[config.mk]
export PLATFORM = sky130hd
export DESIGN_NAME = alu_acc_sequencer_flat
export DESIGN_NICKNAME = d
export VERILOG_FILES = /design/src/rtl/alu_pkg.sv /design/src/rtl/alu_acc_sequencer_if.sv /design/src/rtl/alu_cmd_fifo.sv /design/src/rtl/alu_acc_sequencer.sv /design/src/flat_wrapper.sv
export SDC_FILE = /design/constraint.sdc
export NUM_CORES = 1
export LEC_CHECK = 0
export ABC_AREA = 0
export BUFFER_PORTS_ARGS = -buffer_cell sky130_fd_sc_hd__buf_2
export CORE_ASPECT_RATIO = 1.1
export CORE_MARGIN = 10
export CORE_UTILIZATION = 40
export DETAILED_ROUTE_END_ITERATION = 10
export SYNTH_ARGS = -nofsm -noshare
export SYNTH_HDL_FRONTEND = slang
export SYNTH_HIERARCHICAL = 1
export SYNTH_SLANG_ARGS = --single-unit
[constraint.sdc]
create_clock -name clk -period 5.8 [get_ports clk]
set_input_delay 0 -clock clk [delete_from_list [all_inputs] [get_ports clk]]
set_output_delay 0 -clock clk [all_outputs]
set_load 0.02 [all_outputs]
[src/rtl/alu_pkg.sv]
// Shared definitions for the ALU command sequencer: opcode encodings,
// datapath widths and the packed command record held in the FIFO.
package alu_pkg;

  localparam int DATA_W = 4;
  localparam int SEL_W  = 3;

  // ALU select encodings
  localparam logic [SEL_W-1:0] ALU_ADD  = 3'b000;
  localparam logic [SEL_W-1:0] ALU_SUB  = 3'b001;
  localparam logic [SEL_W-1:0] ALU_AND  = 3'b010;
  localparam logic [SEL_W-1:0] ALU_OR   = 3'b011;
  localparam logic [SEL_W-1:0] ALU_XOR  = 3'b100;
  localparam logic [SEL_W-1:0] ALU_NOTA = 3'b101;
  localparam logic [SEL_W-1:0] ALU_SHL  = 3'b110;
  localparam logic [SEL_W-1:0] ALU_SHR  = 3'b111;

  // One buffered command: load flag, ALU select, operand / load value
  typedef struct packed {
    logic              load;
    logic [SEL_W-1:0]  op;
    logic [DATA_W-1:0] data;
  } cmd_t;

  localparam int CMD_W = $bits(cmd_t);

endpackage

[src/rtl/alu_acc_sequencer_if.sv]
// Command and result streams of the ALU accumulator sequencer.
//
// Handshake rule for both streams: the source raises valid and holds the
// payload stable until the sink's ready is seen high at a rising clock edge;
// a transfer happens exactly on an edge where valid & ready are both high.
// valid never waits on ready; ready may depend on the sink's state only.
interface alu_acc_sequencer_if;
  import alu_pkg::*;

  logic              cmd_valid;
  logic              cmd_ready;
  logic              cmd_load;
  logic [SEL_W-1:0]  cmd_op;
  logic [DATA_W-1:0] cmd_data;

  logic              res_valid;
  logic              res_ready;
  logic [DATA_W-1:0] res_data;
  logic              res_carry;
  logic [SEL_W-1:0]  res_op;

  // Command producer / result consumer side
  modport master (
    output cmd_valid, cmd_load, cmd_op, cmd_data, res_ready,
    input  cmd_ready, res_valid, res_data, res_carry, res_op
  );

  // Sequencer side
  modport slave (
    input  cmd_valid, cmd_load, cmd_op, cmd_data, res_ready,
    output cmd_ready, res_valid, res_data, res_carry, res_op
  );

endinterface

[src/rtl/alu_cmd_fifo.sv]
// Synchronous command FIFO. Power-of-two depth so the pointers wrap
// naturally; the occupancy counter is one bit wider than the pointers so
// full and empty are distinguishable without a spare slot.
module alu_cmd_fifo #(
  parameter int WIDTH = 8,
  parameter int DEPTH = 4
) (
  input  logic             clk,
  input  logic             rst_n,
  input  logic             push,
  input  logic [WIDTH-1:0] wdata,
  input  logic             pop,
  output logic [WIDTH-1:0] rdata,
  output logic             full,
  output logic             empty
);

  localparam int PTR_W = (DEPTH > 1) ? $clog2(DEPTH) : 1;
  localparam int CNT_W = PTR_W + 1;
  localparam logic [CNT_W-1:0] FULL_CNT = CNT_W'(DEPTH);

  logic [WIDTH-1:0] mem [DEPTH];
  logic [PTR_W-1:0] wr_ptr;
  logic [PTR_W-1:0] rd_ptr;
  logic [CNT_W-1:0] count;
  logic             push_ok;
  logic             pop_ok;

  assign full    = (count == FULL_CNT);
  assign empty   = (count == '0);
  assign push_ok = push & ~full;
  assign pop_ok  = pop & ~empty;
  assign rdata   = mem[rd_ptr];

  // Storage write; contents need no reset since count gates every read
  always_ff @(posedge clk) begin
    if (push_ok) begin
      mem[wr_ptr] <= wdata;
    end
  end

  // Pointer and occupancy bookkeeping
  always_ff @(posedge clk or negedge rst_n) begin
    if (!rst_n) begin
      wr_ptr <= '0;
      rd_ptr <= '0;
      count  <= '0;
    end else begin
      if (push_ok) begin
        wr_ptr <= wr_ptr + PTR_W'(1);
      end
      if (pop_ok) begin
        rd_ptr <= rd_ptr + PTR_W'(1);
      end
      case ({push_ok, pop_ok})
        2'b10:   count <= count + CNT_W'(1);
        2'b01:   count <= count - CNT_W'(1);
        default: count <= count;
      endcase
    end
  end

endmodule

[src/rtl/alu_acc_sequencer.sv]
// Command sequencer and 4-bit accumulator in front of an external
// combinational ALU. Commands flow FIFO -> op register -> result register;
// one command issues per cycle and each result is written back into the
// accumulator, so every op sees the accumulator left by its predecessor.
module alu_acc_sequencer
  import alu_pkg::*;
#(
  parameter int FIFO_DEPTH = 4
) (
  input  logic              clk,
  input  logic              rst_n,
  alu_acc_sequencer_if.slave bus,
  output logic [DATA_W-1:0] alu_a,
  output logic [DATA_W-1:0] alu_b,
  output logic [SEL_W-1:0]  alu_sel,
  input  logic [DATA_W-1:0] alu_out,
  input  logic              alu_carry,
  output logic [DATA_W-1:0] acc,
  output logic              busy
);

  cmd_t              push_cmd;
  cmd_t              head_cmd;
  cmd_t              op_cmd;
  logic              op_valid;
  logic              fifo_full;
  logic              fifo_empty;
  logic              push;
  logic              pop;
  logic              slot_free;
  logic              execute;
  logic [DATA_W-1:0] wb_value;

  logic [DATA_W-1:0] acc_q;
  logic              res_valid_q;
  logic [DATA_W-1:0] res_data_q;
  logic              res_carry_q;
  logic [SEL_W-1:0]  res_op_q;

  // Handshake and issue conditions
  assign push_cmd      = '{load: bus.cmd_load, op: bus.cmd_op, data: bus.cmd_data};
  assign bus.cmd_ready = ~fifo_full;
  assign push          = bus.cmd_valid & ~fifo_full;
  assign slot_free     = ~res_valid_q | bus.res_ready;
  assign execute       = op_valid & slot_free;
  assign pop           = ~fifo_empty & (~op_valid | execute);

  // Loads bypass the ALU result entirely
  assign wb_value = op_cmd.load ? op_cmd.data : alu_out;

  alu_cmd_fifo #(
    .WIDTH (CMD_W),
    .DEPTH (FIFO_DEPTH)
  ) u_fifo (
    .clk   (clk),
    .rst_n (rst_n),
    .push  (push),
    .wdata (push_cmd),
    .pop   (pop),
    .rdata (head_cmd),
    .full  (fifo_full),
    .empty (fifo_empty)
  );

  // Op register: refilled from the FIFO head, emptied when it issues alone
  always_ff @(posedge clk or negedge rst_n) begin
    if (!rst_n) begin
      op_cmd   <= '0;
      op_valid <= 1'b0;
    end else if (pop) begin
      op_cmd   <= head_cmd;
      op_valid <= 1'b1;
    end else if (execute) begin
      op_valid <= 1'b0;
    end
  end

  // Accumulator write-back and result register capture on issue
  always_ff @(posedge clk or negedge rst_n) begin
    if (!rst_n) begin
      acc_q       <= '0;
      res_valid_q <= 1'b0;
      res_data_q  <= '0;
      res_carry_q <= 1'b0;
      res_op_q    <= ALU_ADD;
    end else if (execute) begin
      acc_q       <= wb_value;
      res_valid_q <= 1'b1;
      res_data_q  <= wb_value;
      res_carry_q <= op_cmd.load ? 1'b0 : alu_carry;
      res_op_q    <= op_cmd.load ? ALU_ADD : op_cmd.op;
    end else if (bus.res_ready) begin
      res_valid_q <= 1'b0;
    end
  end

  // ALU drive: A is the accumulator, select parks at add when idle
  assign alu_a   = acc_q;
  assign alu_b   = op_cmd.data;
  assign alu_sel = op_valid ? op_cmd.op : ALU_ADD;

  assign bus.res_valid = res_valid_q;
  assign bus.res_data  = res_data_q;
  assign bus.res_carry = res_carry_q;
  assign bus.res_op    = res_op_q;

  assign acc  = acc_q;
  assign busy = ~fifo_empty | op_valid | res_valid_q;

endmodule

[src/flat_wrapper.sv]
// flat-port wrapper written by rule: the top's interface ports become plain ports
module alu_acc_sequencer_flat import alu_pkg::*;
#(
  parameter int FIFO_DEPTH = 4
)
  (clk, rst_n, alu_a, alu_b, alu_sel, alu_out, alu_carry, acc, busy, bus_cmd_valid, bus_cmd_load, bus_cmd_op, bus_cmd_data, bus_res_ready, bus_cmd_ready, bus_res_valid, bus_res_data, bus_res_carry, bus_res_op);
  alu_acc_sequencer_if bus_i ();
  input  logic clk;
  input  logic rst_n;
  output logic [DATA_W-1:0] alu_a;
  output logic [DATA_W-1:0] alu_b;
  output logic [SEL_W-1:0] alu_sel;
  input  logic [DATA_W-1:0] alu_out;
  input  logic alu_carry;
  output logic [DATA_W-1:0] acc;
  output logic busy;
  input wire logic [$bits(bus_i.cmd_valid)-1:0] bus_cmd_valid;
  input wire logic [$bits(bus_i.cmd_load)-1:0] bus_cmd_load;
  input wire logic [$bits(bus_i.cmd_op)-1:0] bus_cmd_op;
  input wire logic [$bits(bus_i.cmd_data)-1:0] bus_cmd_data;
  input wire logic [$bits(bus_i.res_ready)-1:0] bus_res_ready;
  output wire logic [$bits(bus_i.cmd_ready)-1:0] bus_cmd_ready;
  output wire logic [$bits(bus_i.res_valid)-1:0] bus_res_valid;
  output wire logic [$bits(bus_i.res_data)-1:0] bus_res_data;
  output wire logic [$bits(bus_i.res_carry)-1:0] bus_res_carry;
  output wire logic [$bits(bus_i.res_op)-1:0] bus_res_op;
  assign bus_i.cmd_valid = bus_cmd_valid;
  assign bus_i.cmd_load = bus_cmd_load;
  assign bus_i.cmd_op = bus_cmd_op;
  assign bus_i.cmd_data = bus_cmd_data;
  assign bus_i.res_ready = bus_res_ready;
  assign bus_cmd_ready = bus_i.cmd_ready;
  assign bus_res_valid = bus_i.res_valid;
  assign bus_res_data = bus_i.res_data;
  assign bus_res_carry = bus_i.res_carry;
  assign bus_res_op = bus_i.res_op;
  alu_acc_sequencer #(.FIFO_DEPTH(FIFO_DEPTH)) u_core (.clk(clk), .rst_n(rst_n), .bus(bus_i), .alu_a(alu_a), .alu_b(alu_b), .alu_sel(alu_sel), .alu_out(alu_out), .alu_carry(alu_carry), .acc(acc), .busy(busy));
endmodule
## Yosys cells after proc, flatten, opt, wreduce, memory -nomap -nowiden

Memories as Yosys holds them, arrays and structs flattened. A register that Yosys moved wholly into a read port is not among the register bits.
Cells that the tools add are included.

- $add $sub $neg: 4
- Equal/unequal tests: 3
- Mux-type cells: 11
- Bitwise logic cells: 13
- Reduce and logical (&&, ||, !) cells: 5

Operator list:

| kind | number |
|---|---|
| 1-bit 2-to-1 mux | 7 |
| 3-bit 2-to-1 mux | 2 |
| 3-bit one-hot mux with 2 select lines | 1 |
| 2-bit nonzero test | 3 |
| 1-bit AND | 5 |
| 2-bit by 1-bit adder with 2-bit output (second input constant) | 2 |
| 4-bit 2-to-1 mux | 1 |
| 1-bit inverter | 4 |
| 1-bit bitwise OR | 4 |
| 3-bit by 1-bit adder with 3-bit output (second input constant) | 1 |
| 3-bit equality test (second input constant) | 1 |
| 3-bit zero test | 1 |
| 3-bit by 1-bit subtractor with 3-bit output (second input constant) | 1 |
| 2-bit by 1-bit equality test with 1-bit output (second input constant) | 1 |
| 2-bit equality test (second input constant) | 1 |
| 1-bit zero test | 1 |

- Bits in registers: 17
- Memory bits (writable): 32
- Input bits: 17
- Output and inout bits: 26
- Memories kept: 1

Memory list:

| name | depth | width | read ports | clocked after memory_dff | wr ports | RTL line | text |
|---|---|---|---|---|---|---|---|
| u_core.u_fifo.mem | 4 | 8 | 1 | 1 | 1 | alu_cmd_fifo.sv:22 | `logic [WIDTH-1:0] mem [DEPTH];` |

## Longest topological paths before layout

- Depth after elaboration: 8
- Mapped depth: 10

## Hierarchy

The synthesis kept the hierarchy.

Modules (own cells, without submodules):

| module | instances | cells an instance | area each (sq um) | seq. area each (sq um) |
|---|---|---|---|---|
| alu_cmd_fifo | 1 | 79 | 1592.8 | 1136.1 |
| alu_acc_sequencer | 1 | 79 | 885.8 | 450.4 |

## Least setup slack after synthesis

Ideal clock, no wire load.

- Path kind: register -> register
- From: register u_core.res_valid_q (netlist: u_core/bus.res_valid)
- To: register u_core.u_fifo.count[2]
- Arrival: 2152 ps
- Data required time: 5721 ps
- Setup slack: 3569 ps
- Stages on the path, launching flop included: 11
- Path buffers: 1
- Period minus slack after synthesis: 2231 ps
- Path through: dfrtp_1 -> nor2b_4 -> buf_6 -> a21oi_4 -> o31a_2 -> ha_1 -> inv_1 -> fa_1 -> xor2_1 -> nor2_1 -> xor2_1

- Word-level cells in the longest chain between the ends: 8
- Elaborated cells between the ends (all ways): 10
- Those cells by class: 2 x eq/ne; 1 x mux; 6 x bitwise; 1 x reduce/logical

RTL lines:

| element | RTL line | text |
|---|---|---|
| start, declared | alu_acc_sequencer.sv:35 | `logic res_valid_q;` |
| start signal, assigned | alu_acc_sequencer.sv:82 | `res_valid_q <= 1'b0;` |
| start signal, assigned | alu_acc_sequencer.sv:88 | `res_valid_q <= 1'b1;` |
| start signal, assigned | alu_acc_sequencer.sv:93 | `res_valid_q <= 1'b0;` |
| 1-bit inverter (*) | alu_acc_sequencer.sv:44 | `assign slot_free = ~res_valid_q \| bus.res_ready;` |
| 1-bit bitwise OR (*) | alu_acc_sequencer.sv:44 |  |
| 1-bit AND (*) | alu_acc_sequencer.sv:45 | `assign execute = op_valid & slot_free;` |
| 1-bit bitwise OR (*) | alu_acc_sequencer.sv:46 | `assign pop = ~fifo_empty & (~op_valid \| execute);` |
| 1-bit AND (*) | alu_acc_sequencer.sv:46 |  |
| named net u_core.pop | alu_acc_sequencer.sv:29 | `logic pop;` |
| 1-bit AND (*) | alu_cmd_fifo.sv:32 | `assign pop_ok = pop & ~empty;` |
| named net u_core.u_fifo.pop_ok | alu_cmd_fifo.sv:27 | `logic pop_ok;` |
| 2-bit by 1-bit equality test with 1-bit output / 2-bit equality test (equally long branches) | alu_cmd_fifo.sv:55 | `case ({push_ok, pop_ok})` |
| 3-bit one-hot mux with 2 select lines / 2-bit nonzero test (equally long branches) | -- |  |
| end signal, assigned | alu_cmd_fifo.sv:56 | `2'b10: count <= count + CNT_W'(1);` |
| end signal, assigned | alu_cmd_fifo.sv:57 | `2'b01: count <= count - CNT_W'(1);` |
| end signal, assigned | alu_cmd_fifo.sv:58 | `default: count <= count;` |
| end, declared | alu_cmd_fifo.sv:25 | `logic [CNT_W-1:0] count;` |

The timed path passes the listed nets; every way through them passes the cells marked *.
A chain may end at the register's enable or synchronous reset.

## Worst setup path in the final report

- From: register u_core.u_fifo.count[0]
- To: register u_core.u_fifo.count[2]

- Word-level cells in the longest chain between the ends: 6
- Elaborated cells between the ends (all ways): 14
- Those cells by class: 2 x add/sub; 3 x eq/ne; 1 x mux; 6 x bitwise; 2 x reduce/logical

RTL lines:

| element | RTL line | text |
|---|---|---|
| 3-bit zero test (*) | alu_cmd_fifo.sv:30 | `assign empty = (count == '0);` |
| named net u_core.fifo_empty | alu_acc_sequencer.sv:27 | `logic fifo_empty;` |
| 1-bit inverter (*) | alu_acc_sequencer.sv:46 |  |
| 1-bit AND (*) | alu_acc_sequencer.sv:46 |  |
| named net u_core.pop | alu_acc_sequencer.sv:29 |  |
| 1-bit AND (*) | alu_cmd_fifo.sv:32 |  |
| named net u_core.u_fifo.pop_ok | alu_cmd_fifo.sv:27 |  |
| 2-bit by 1-bit equality test with 1-bit output / 2-bit equality test (equally long branches) | alu_cmd_fifo.sv:55 |  |
| 3-bit one-hot mux with 2 select lines / 2-bit nonzero test (equally long branches) | -- |  |

Marks and branches as above.

==> results_dict.tcl <==
set metrics [dict create \
    status "completed" \
    wl_met3_microns 464 \
    slew_violations 0 \
    cts_buffers 9 \
    gp_congestion 0.7079 \
    worst_clock_skew_ns 0.003372 \
    gr-total-overflow 0 \
    antenna_cells 0 \
    hpwl_mm 3.336 \
    grt_max_degree 26 \
    vdd_ir_drop_max_uv 227.1 \
    path_class "register to register" \
    setup_violations 0 \
    r2r-end "u_core/u_fifo/count[2]" \
    hp-class "input pin to register" \
    finalInstanceArea_sq_um 3040 \
    worstSetupEndpoint "u_core/u_fifo/count[2]" \
    routed_wirelength_mm 4.477 \
    power_density_nw_per_um2 549.4 \
    grt_antenna_before_repair 0 \
    routed_via_density 4.799 \
    synth_cells 158 \
    drcViolationCount 0 \
    finalNetCount 232 \
    clk_latency_ns 0.33 \
    die_h_microns 102.6 \
    end_kind "register" \
    power_frac_seq 0.408 \
    yosysWarnings 6 \
    leakage_uw 0.001249 \
    cts.sink_count 57 \
    post-synth-top-area-fraction 0.3877 \
    syn_avg_cell_area_sq_um 15.69 \
    r2r_start "u_core/u_fifo/count[0]" \
    clkTransAtPathRegs_ns 0.07 \
    placed_cell_area_sq_um 2671 \
    synth_top_cell_by_area "edfxtp_1" \
    std_cell_rows 30 \
    crit_start "u_core/u_fifo/count[0]" \
    clockBufferDepth 2 \
    crit_required_ns 6.06 \
    critical_path.max_fanout 9 \
    postRouteAntennaNets 0 \
    wl_met2_mm 2.138 \
    die_area_sq_um 9749 \
    grt_pass1_vias 1544 \
    area_growth_syn_to_layout_pct 22.67 \
    vias 1411 \
    slew_headroom 0.6024 \
    wl_per_cell_microns 15.23 \
    ys_seq_area_frac 0.6401 \
    dieWidth_microns 95.06 \
    cts_tree "built" \
    startpoint_type "register" \
    core_area_sq_um 6081 \
    max_slew.worst_pin.slew_ns 0.5964 \
    power.switching_uw 585.2 \
    min_period_ns 2.310 \
    cp.arrival_ns 2.57 \
    ys_types 29 \
    rsz0062_at_grt "false" \
    regToRegSetupSlack_ns 3.49 \
    start_util 0.4076 \
    drtIter0Drc 22 \
    synth.ff_latch_count 57 \
    grt_usage 0.1019 \
    top_layer "met4" \
    rr_worst_depth 9 \
    io_buffer_count 42 \
    cts_setup_buffers 0 \
    ios 43 \
    most-common-layout-cells "buf_2, edfxtp_1, dfrtp_1, o21ai_0, dlygate4sd3_1" \
    htreeDepth 3 \
    combPwrFrac 0.353 \
    final_common_cell "buf_2" \
    synth_area_sq_um 2479 \
    p_clk_frac 0.240 \
    drv_cap 0 \
    drive_above_1_share 0.3925 \
    synth_area_leaders "edfxtp_1, dfrtp_1, mux4_2" \
    timing_hold_violations_final 0 \
    grt_pass1_wl_mm 7.527 \
    syn_nets 181 \
    p_sw_frac 0.3503 \
    clock-root-buffer "clkbuf_8" \
    wl_met1_mm 1.719 \
    fmax_mhz 433.0 \
    internal_power_uw 1085 \
    min_period_over_period 0.3982 \
    fin_tns_setup_ns 0 \
    drt_pass1_iterations 4 \
]
-- sequential cells by signal, summed over array words and instances (netlist names), 2 cells and up --
register              cells
u_core/u_fifo/mem        32
u_core/alu_b              4
u_core/op_cmd             4
u_core/bus.res_op         3
u_core/u_fifo/wr_ptr      2
u_core/u_fifo/count       3
u_core/u_fifo/rd_ptr      2
u_core/bus.res_data       4
-- power groups by stage --
stage | clock network, uW | logic [uW] | registers [uW]
finish | 400 | 589 | 681
global route | 430 | 648 | 706
CTS | 412 | 603 | 686
detailed placement | 0 | 593 | 693
global placement | 0 | 571 | 683
floorplan | 0 | 493 | 662
-- synthesized netlist by cell type --
cell      count
dfrtp_1      25
buf_4        12
nor2_1        1
nor3b_4       1
o21ai_0      17
xnor2_1       3
o31a_2        1
clkbuf_1      3
fa_1          1
nand2_1       3
mux2i_1       5
nor2b_1       1
nand3_1       1
ha_1          5
a21oi_4       1
mux2_4        1
and2_2        4
edfxtp_1     32
nor3_1        1
buf_6         1
nand2b_1      4
inv_1         9
and2_1        3
or2b_1        1
buf_2         1
mux2_2        8
xor2_1        3
mux4_2        8
nor2b_4       2
-- worst max-delay path: stages (launching register included) --
cell	delay (ns)
dfrtp_1	0.48
nor3_1	0.15
a21oi_4	0.29
o31a_2	0.24
ha_1	0.18
inv_1	0.07
fa_1	0.39
xor2_1	0.16
nor2_1	0.11
xor2_1	0.17
-- routing by layer --
layer  vias up  track usage
met5         -            0
met2        52       0.1617
met4         0      0.08065
met3        13      0.03860
met1       684       0.1065
li1        662            -
-- worst min-delay path by stage --
stage	from	cells after the start	endpoint	slack [ns]
after floorplan	rst_n	0	u_core/alu_b[0]	-0.30
after global placement	rst_n	1	u_core/bus.res_op[1]	0.009
after detailed placement	rst_n	1	u_core/bus.res_op[0]	0.02
after CTS	bus_cmd_valid	4	u_core/u_fifo/wr_ptr[0]	0.16
after global routing	bus_cmd_valid	4	u_core/u_fifo/wr_ptr[0]	0.18
final	bus_cmd_valid	4	u_core/u_fifo/wr_ptr[0]	0.17
-- cell families (layout without fill, tap and decap cells) --
family | count (synthesis) | in the layout | share of synthesized area
simple gates | 22 | 22 | 0.06411
xor+xnor | 6 | 6 | 0.02121
fa+ha+maj | 6 | 6 | 0.03332
mux | 22 | 22 | 0.1353
buf+inv | 26 | 82 | 0.06108
compound gates | 19 | 19 | 0.04493
flops | 57 | 57 | 0.6401
-- per-stage QoR --
| step | total power [uW] | hold WS (ns) | util | cells | setup slack (ns) |
|---|---|---|---|---|---|
| 4_1_cts | 1700 | 0.1552 | 0.5000 | 294 | 3.462 |
| 2_1_floorplan | 1154 | -0.2956 | - | 158 | 3.569 |
| 3_3_place_gp | 1253 | 0.008531 | 0.4393 | 263 | 3.633 |
| 5_1_grt | 1784 | 0.1835 | 0.5000 | 294 | 3.316 |
| 3_5_place_dp | 1286 | 0.02491 | 0.4393 | 263 | 3.478 |
| 6_report | 1670 | 0.1693 | 0.5000 | 294 | 3.490 |
-- timing repair --
action,in CTS,in global routing
resized for setup,0,0
hold endpoints to repair,63,0
hold buffers,15,0
-- final cells by class --
type,count,area (sq um)
fillers,561,3040
flip-flops and latches,57,1587
multi-input cells,75,740.7
repair buffers,57,360.3
clock buffers,9,123.9
well taps,80,100.1
clock inverters,7,95.09
inverters,9,33.78
Power figures use the tool's default switching activity.
